[src/rtl/md_pkg.sv]
// Shared definitions for the hazard / mult-div scheduler.
// Timing widths, HI/LO op encodings and default unit latencies.
package md_pkg;

    localparam int T_W = 2;
    localparam int CNT_W = 4;

    localparam logic [T_W-1:0] TUSE_NONE = 2'd3;

    localparam logic MD_OP_MULT = 1'b0;
    localparam logic MD_OP_DIV  = 1'b1;

    localparam int MULT_CYCLES_DEF = 5;
    localparam int DIV_CYCLES_DEF  = 10;

    // Producer in a later stage still owes its result past the consumer's need.
    function automatic logic src_hazard(
        input logic [4:0]     src,
        input logic [T_W-1:0] tuse,
        input logic [4:0]     e_wa,
        input logic [T_W-1:0] e_tnew,
        input logic [4:0]     m_wa,
        input logic [T_W-1:0] m_tnew
    );
        return (src != 5'd0) &&
               (((e_wa == src) && (e_tnew > tuse)) ||
                ((m_wa == src) && (m_tnew > tuse)));
    endfunction

endpackage

[src/rtl/md_busy_counter.sv]
// HI/LO unit busy counter: latency countdown, write strobe, sticky error.
// A start arriving while the unit is busy is dropped and flagged.
module md_busy_counter
    import md_pkg::*;
#(
    parameter int MULT_CYCLES = MULT_CYCLES_DEF,
    parameter int DIV_CYCLES  = DIV_CYCLES_DEF
) (
    input  logic clk,
    input  logic reset,
    input  logic start,
    input  logic op,
    output logic busy,
    output logic we,
    output logic err
);

    localparam logic [CNT_W-1:0] IDLE = '0;

    logic [CNT_W-1:0] cnt;

    always_ff @(posedge clk) begin
        if (!reset) begin
            cnt <= IDLE;
            err <= 1'b0;
        end else if (cnt == IDLE) begin
            if (start) begin
                cnt <= (op == MD_OP_DIV) ? CNT_W'(DIV_CYCLES)
                                         : CNT_W'(MULT_CYCLES);
            end
        end else begin
            cnt <= cnt - 1'b1;
            if (start) begin
                err <= 1'b1;
            end
        end
    end

    assign busy = (cnt != IDLE);
    assign we   = (cnt == CNT_W'(1));

endmodule

[src/rtl/hazard_md_ctrl.sv]
// D->E issue control: data and HI/LO hazards, bubble insertion,
// HI/LO busy tracking and a saturating stall-cycle counter.
module hazard_md_ctrl
    import md_pkg::*;
#(
    parameter int MULT_CYCLES = MULT_CYCLES_DEF,
    parameter int DIV_CYCLES  = DIV_CYCLES_DEF
) (
    input  logic        clk,
    input  logic        reset,
    input  logic [4:0]  D_rs_addr,
    input  logic [4:0]  D_rt_addr,
    input  logic [1:0]  D_Tuse_rs,
    input  logic [1:0]  D_Tuse_rt,
    input  logic        D_is_md,
    input  logic [4:0]  E_wa,
    input  logic [1:0]  E_Tnew,
    input  logic [4:0]  M_wa,
    input  logic [1:0]  M_Tnew,
    input  logic        E_md_start,
    input  logic        E_md_op,
    output logic        stall_F,
    output logic        stall_D,
    output logic        flush_E,
    output logic        md_busy,
    output logic        md_hilo_we,
    output logic        md_err,
    output logic [31:0] stall_cycles
);

    logic stall_rs;
    logic stall_rt;
    logic stall_md;
    logic stall;
    logic [31:0] stall_cnt_q;

    md_busy_counter #(
        .MULT_CYCLES (MULT_CYCLES),
        .DIV_CYCLES  (DIV_CYCLES)
    ) u_cnt (
        .clk   (clk),
        .reset (reset),
        .start (E_md_start),
        .op    (E_md_op),
        .busy  (md_busy),
        .we    (md_hilo_we),
        .err   (md_err)
    );

    assign stall_rs = src_hazard(D_rs_addr, D_Tuse_rs,
                                 E_wa, E_Tnew, M_wa, M_Tnew);
    assign stall_rt = src_hazard(D_rt_addr, D_Tuse_rt,
                                 E_wa, E_Tnew, M_wa, M_Tnew);
    assign stall_md = D_is_md && (E_md_start || md_busy);
    assign stall    = stall_rs | stall_rt | stall_md;

    assign stall_F = stall;
    assign stall_D = stall;
    assign flush_E = stall;

    always_ff @(posedge clk) begin
        if (!reset) begin
            stall_cnt_q <= '0;
        end else if (stall && (stall_cnt_q != 32'hFFFF_FFFF)) begin
            stall_cnt_q <= stall_cnt_q + 32'd1;
        end
    end

    assign stall_cycles = stall_cnt_q;

endmodule

[config.mk]
export PLATFORM = sky130hd
export DESIGN_NAME = hazard_md_ctrl
export DESIGN_NICKNAME = d
export VERILOG_FILES = /design/src/rtl/md_pkg.sv /design/src/rtl/md_busy_counter.sv /design/src/rtl/hazard_md_ctrl.sv
export SDC_FILE = /design/constraint.sdc
export NUM_CORES = 1
export LEC_CHECK = 0
export ABC_AREA = 1
export CAP_MARGIN = 20
export CORE_MARGIN = 2
export CORE_UTILIZATION = 56
export CTS_BUF_LIST = sky130_fd_sc_hd__clkbuf_4
export DETAILED_ROUTE_END_ITERATION = 10
export PLACE_DENSITY = 0.95
export REMOVE_ABC_BUFFERS = 1
export SYNTH_ARGS = -nofsm -noshare
export SYNTH_HDL_FRONTEND = slang
export SYNTH_HIERARCHICAL = 1
export SYNTH_SLANG_ARGS = --single-unit
[constraint.sdc]
create_clock -name clk -period 4.5 [get_ports clk]
set_clock_uncertainty 0.05 [all_clocks]
set_input_delay 0.675 -clock clk [delete_from_list [all_inputs] [get_ports clk]]
set_output_delay 0.675 -clock clk [all_outputs]
set_load 0.005 [all_outputs]
# [Word level (Yosys, flattened, before mapping)]
# Index checks and enable logic that the tools add are counted.
[classes] n_addsub=2 n_mul=0 div_mod_pow=0 n_lt_le_gt_ge=4 eq_ne=7 shift=0 mux=3 bitwise_logic=3 reduce_logical=16
[ops] operator="$add A32 B1 Y32 const B" count=1
[ops] operator="$ne A32 B32 Y1 const B" count=1
[ops] operator="$eq A5 B5 Y1" count=4
[ops] operator="$mux W4" count=3
[ops] operator="$reduce_bool A5 Y1" count=2
[ops] operator="$gt A2 B2 Y1" count=4
[ops] operator="$logic_and A1 B1 Y1" count=8
[ops] operator="$eq A4 B1 Y1 const B" count=1
[ops] operator="$logic_not A4 Y1" count=1
[ops] operator="$reduce_bool A4 Y1" count=1
[ops] operator="$sub A4 B1 Y4 const B" count=1
[ops] operator="$logic_or A1 B1 Y1" count=3
[ops] operator="$ne A2 B2 Y1 const B" count=1
[ops] operator="$or A1 B1 Y1" count=2
[ops] operator="$reduce_and A2 Y1" count=1
[ops] operator="$not A1 Y1" count=1
[totals] reg_bits=37 latch_bits=0 ramBits=0 rom_bits=0 in_bits=33 out_inout_bits=38 word_cells=38 memories=0

# [Logic depth before layout (Yosys ltp)]
[logic_depth] word_depth=7 mapped_depth=16 depth_no_buf=14

# [By module]
# Netlist, hierarchy kept.
[by_module_without_submodules] module="hazard_md_ctrl" instances=1 cells_per_inst=443 area_each_um2=2598.7 seq_area_each_um2=640.6
[by_module_without_submodules] module="md_busy_counter" instances=1 cells_per_inst=47 area_each_um2=306.5 seq_area_each_um2=100.1

# [Least setup slack after synthesis]
# Ideal clock, no wire load.
[synth_path] kind="input -> output" from="input D_Tuse_rs[1]" to="output stall_D" arrival_ns=1.926 required_time_ns=3.775 setup_slack_ns=1.849 stages=14 n_path_buf=3 cell_sequence="inv_1 -> ha_1 -> nand2_1 -> inv_1 -> nor2_1 -> nand2_1 -> nor2_1 -> nand2_1 -> nand2_1 -> nand2_1 -> nand3_1 -> buf_4 -> buf_4 -> buf_4"
[synth_between] elab_chain_cells=6 word_cells_on_any_way=8 cone_classes="2 x order compare; 2 x bitwise; 4 x reduce/logical"
[synth_lines] element="from (decl)" line_no="hazard_md_ctrl.sv:13" source="input logic [1:0] D_Tuse_rs,"
[synth_lines] element="$gt A2 B2 Y1, on equally long branches" line_no="md_pkg.sv:26, md_pkg.sv:27"
[synth_lines] element="$logic_and A1 B1 Y1, on equally long branches" line_no="md_pkg.sv:26, md_pkg.sv:27"
[synth_lines] element="$logic_or A1 B1 Y1 (*)" line_no="md_pkg.sv:26" source="(((e_wa == src) && (e_tnew > tuse)) ||"
[synth_lines] element="$logic_and A1 B1 Y1 (*)" line_no="md_pkg.sv:25" source="return (src != 5'd0) &&"
[synth_lines] element="$or A1 B1 Y1 (*) (2 in a row)" line_no="hazard_md_ctrl.sv:55" source="assign stall = stall_rs | stall_rt | stall_md;"
[synth_lines] element="to (decl)" line_no="hazard_md_ctrl.sv:23" source="output logic stall_D,"
# Every way passes the cells marked *; elsewhere a longest branch is shown, timed or not.

# [Worst setup path after layout]
# Ends and elaborated chain as after synthesis.

==> flow_metrics.tcl <==
set metrics [dict create \
    hp-start "u_cnt/err" \
    postSynth.asyncResetShare_pct 0 \
    synth-main-ff-cell "dfxtp_1" \
    wirelength_um 7170 \
    max_freq_mhz 295 \
    hold_violations 0 \
    vias_per_cell 5.08 \
    crit_required_ns 3.77 \
    area_growth_pct 26.2 \
    globalRouteOverflowTotal 0 \
    p_leak_nw 1.72 \
    max-slew-margin-rel_pct 60.1 \
    syn_area_sq_um 2910 \
    end_kind "primary output" \
    synth_edf_count 0 \
    ir_drop_mv 0.143 \
    dr.pass1.iters 4 \
    grt_setup_unrepaired "false" \
    cts.hold.buffers_added 0 \
    n_antenna_cell 0 \
    die_w_um 76.0 \
    cp-startpoint "D_Tuse_rs[1]" \
    tns_ns 0 \
    pre_cts_ws_ns 1.10 \
    fin_crit_sh_pct 75.3 \
    wl_per_cell_um 11.5 \
    synth-seq-cells 37 \
    pin_count 71 \
    num_vias 3177 \
    ctsRootBufferMaster "clkbuf_4" \
    drv_slew 0 \
    crit_type "primary input to primary output" \
    cts_tree "built" \
    status "completed" \
    cts.repair.resized 0 \
    die_height_um 76.0 \
    max_cap_viol_count 0 \
    hold_class "flip-flop to flip-flop" \
    final_cell_area_sq_um 3670 \
    hold_ws_ns 0.445 \
    worstSkewPairLatency_ns 0.35 \
    fin_ws_ns 1.11 \
    finalCriticalPeriod_ns 3.39 \
    worstReg2RegStart "u_cnt/cnt[0]" \
    cts_setup_buffers 0 \
    grt_pass1_wl_um 12100 \
    antenna_found_initial 0 \
    cts_buffers 5 \
    grt_use_total_pct 24.4 \
    finalSetupViolCount 0 \
    path_clk_slew_ns 0.12 \
    arrival_ns 2.67 \
    grt_max_degree 65 \
    portBuffers 70 \
    drtAntennaViolNets 0 \
    p_per_area_nw_per_um2 247 \
    synth.avg_cell_area_sq_um 5.93 \
    synth_area_leaders "dfxtp_1 (25%), nand2_1 (18%), nor2_1 (9.8%)" \
    die_area_sq_um 5780 \
    drc_errors 0 \
    synth_top_area_share_pct 25.5 \
    tightest_slew_ns 0.598 \
    yosysTopAreaCell "dfxtp_1" \
    dpl.hpwl_um 5470 \
    fin_nets 599 \
    htree_levels 2 \
    gp_congestion 0.907 \
    nFillCells 408 \
    yosysWarningCount 6 \
    crit_path_start_kind "primary input" \
    start_util_pct 57.6 \
    netlist_instances 490 \
    synth.distinct_cells 29 \
    ys_seq_area_share_pct 25.5 \
    placed_cell_area_sq_um 3610 \
    drive_gt1_share_pct 9.35 \
    drtIter0Drc 200 \
    core.rowCount 26 \
    clock_sinks 37 \
    grt_pass1_vias 2811 \
    core_sq_um 5040 \
    clockBufferDepth 2 \
    path_max_fanout 4 \
]
registers in the layout (all words and copies together) (netlist names):
name	flops
stall_cycles	32
u_cnt/err	1
u_cnt/cnt	4
worst max-delay path, stage by stage:
cell,delay (ns)
clkdlybuf4s50_1,0.45
inv_1,0.05
ha_1,0.30
nand2_1,0.07
inv_1,0.04
nor2_1,0.10
nand2_1,0.07
nor2_1,0.10
nand2_1,0.06
nand2_1,0.06
nand2_1,0.06
nand3_2,0.12
clkdlybuf4s50_1,0.52
worst paths after layout:
kind | slack, ns | cells past startpoint | to
hold reg to reg | 0.44 | 2 | u_cnt/err
setup reg to reg | 2.33 | 9 | stall_cycles[14]
setup / recovery | 1.11 | 13 | stall_D
hold / removal | 0.44 | 2 | u_cnt/err
logic make-up (layout without fill, tap and decap cells):
family,Yosys count,after routing,synth area share [%]
AND/OR/NAND/NOR,306,306,48.1
buffers and inverters,91,157,13.5
AO/OA/AOI/OAI,42,42,7.23
flip-flops,37,37,25.5
adder cells (fa/ha/maj),11,11,4.74
XOR/XNOR,3,3,0.905
per-stage QoR:
step / utilization [%] / total power, mW / instances
after floorplan: - / 0.591 / 476
after global placement: 71.6 / 0.719 / 618
after detailed placement: 71.6 / 0.734 / 618
after CTS: 72.7 / 0.908 / 626
after global routing: 72.7 / 0.964 / 626
final: 72.7 / 0.905 / 626
layout make-up:
cell class	instances	area, sq um	share of cell area, %
clock inverter	3	17.5	0.478
inverter	77	289	7.88
multi-input combinational	362	1780	48.5
tap	70	87.6	2.39
timing repair buffer	72	716	19.5
clock buffer	5	37.5	1.02
sequential	37	741	20.2
report_power, final:
part / switching (mW) / total, mW / internal [mW]
Clock: 0.117 / 0.176 / 0.0592
Sequential: 0.0270 / 0.377 / 0.350
Combinational: 0.195 / 0.351 / 0.156
cell usage after synthesis (2+ instances only):
library cell	count
nand2_1	136
a21oi_1	38
buf_2	4
inv_1	62
nor3_2	2
dfxtp_1	37
buf_6	2
o21ai_0	3
inv_2	14
nor2_1	76
buf_4	8
nand3_1	51
nand3_2	6
xor2_1	3
nor3_1	6
nor2_2	5
nor2_4	3
nand2_2	7
ha_1	11
nand4_1	7
per-layer routing:
layer	track usage, %	vias to the layer above	part of all wire, %
li1	-	1659	-
met1	29.1	1422	44
met2	45.2	83	49
met3	4.27	13	5.6
met4	6.36	0	1.4
met5	0	-	0
cells in the final DEF (no fill, tap or decap), drive strengths merged:
master and count:
ha 11, and2 1, nand3 57, a21oi 38
clkinv 4, clkbuf 5, nand4 7, nor3b 1
nand2 144, nand3b 2, nor2 84, dfxtp 37
clkdlybuf4s50 70, buf 2, xor2 3, or2b 1
o21ai 4, inv 76, nor3 9
Note: power is estimated with default switching activity, not from simulation.
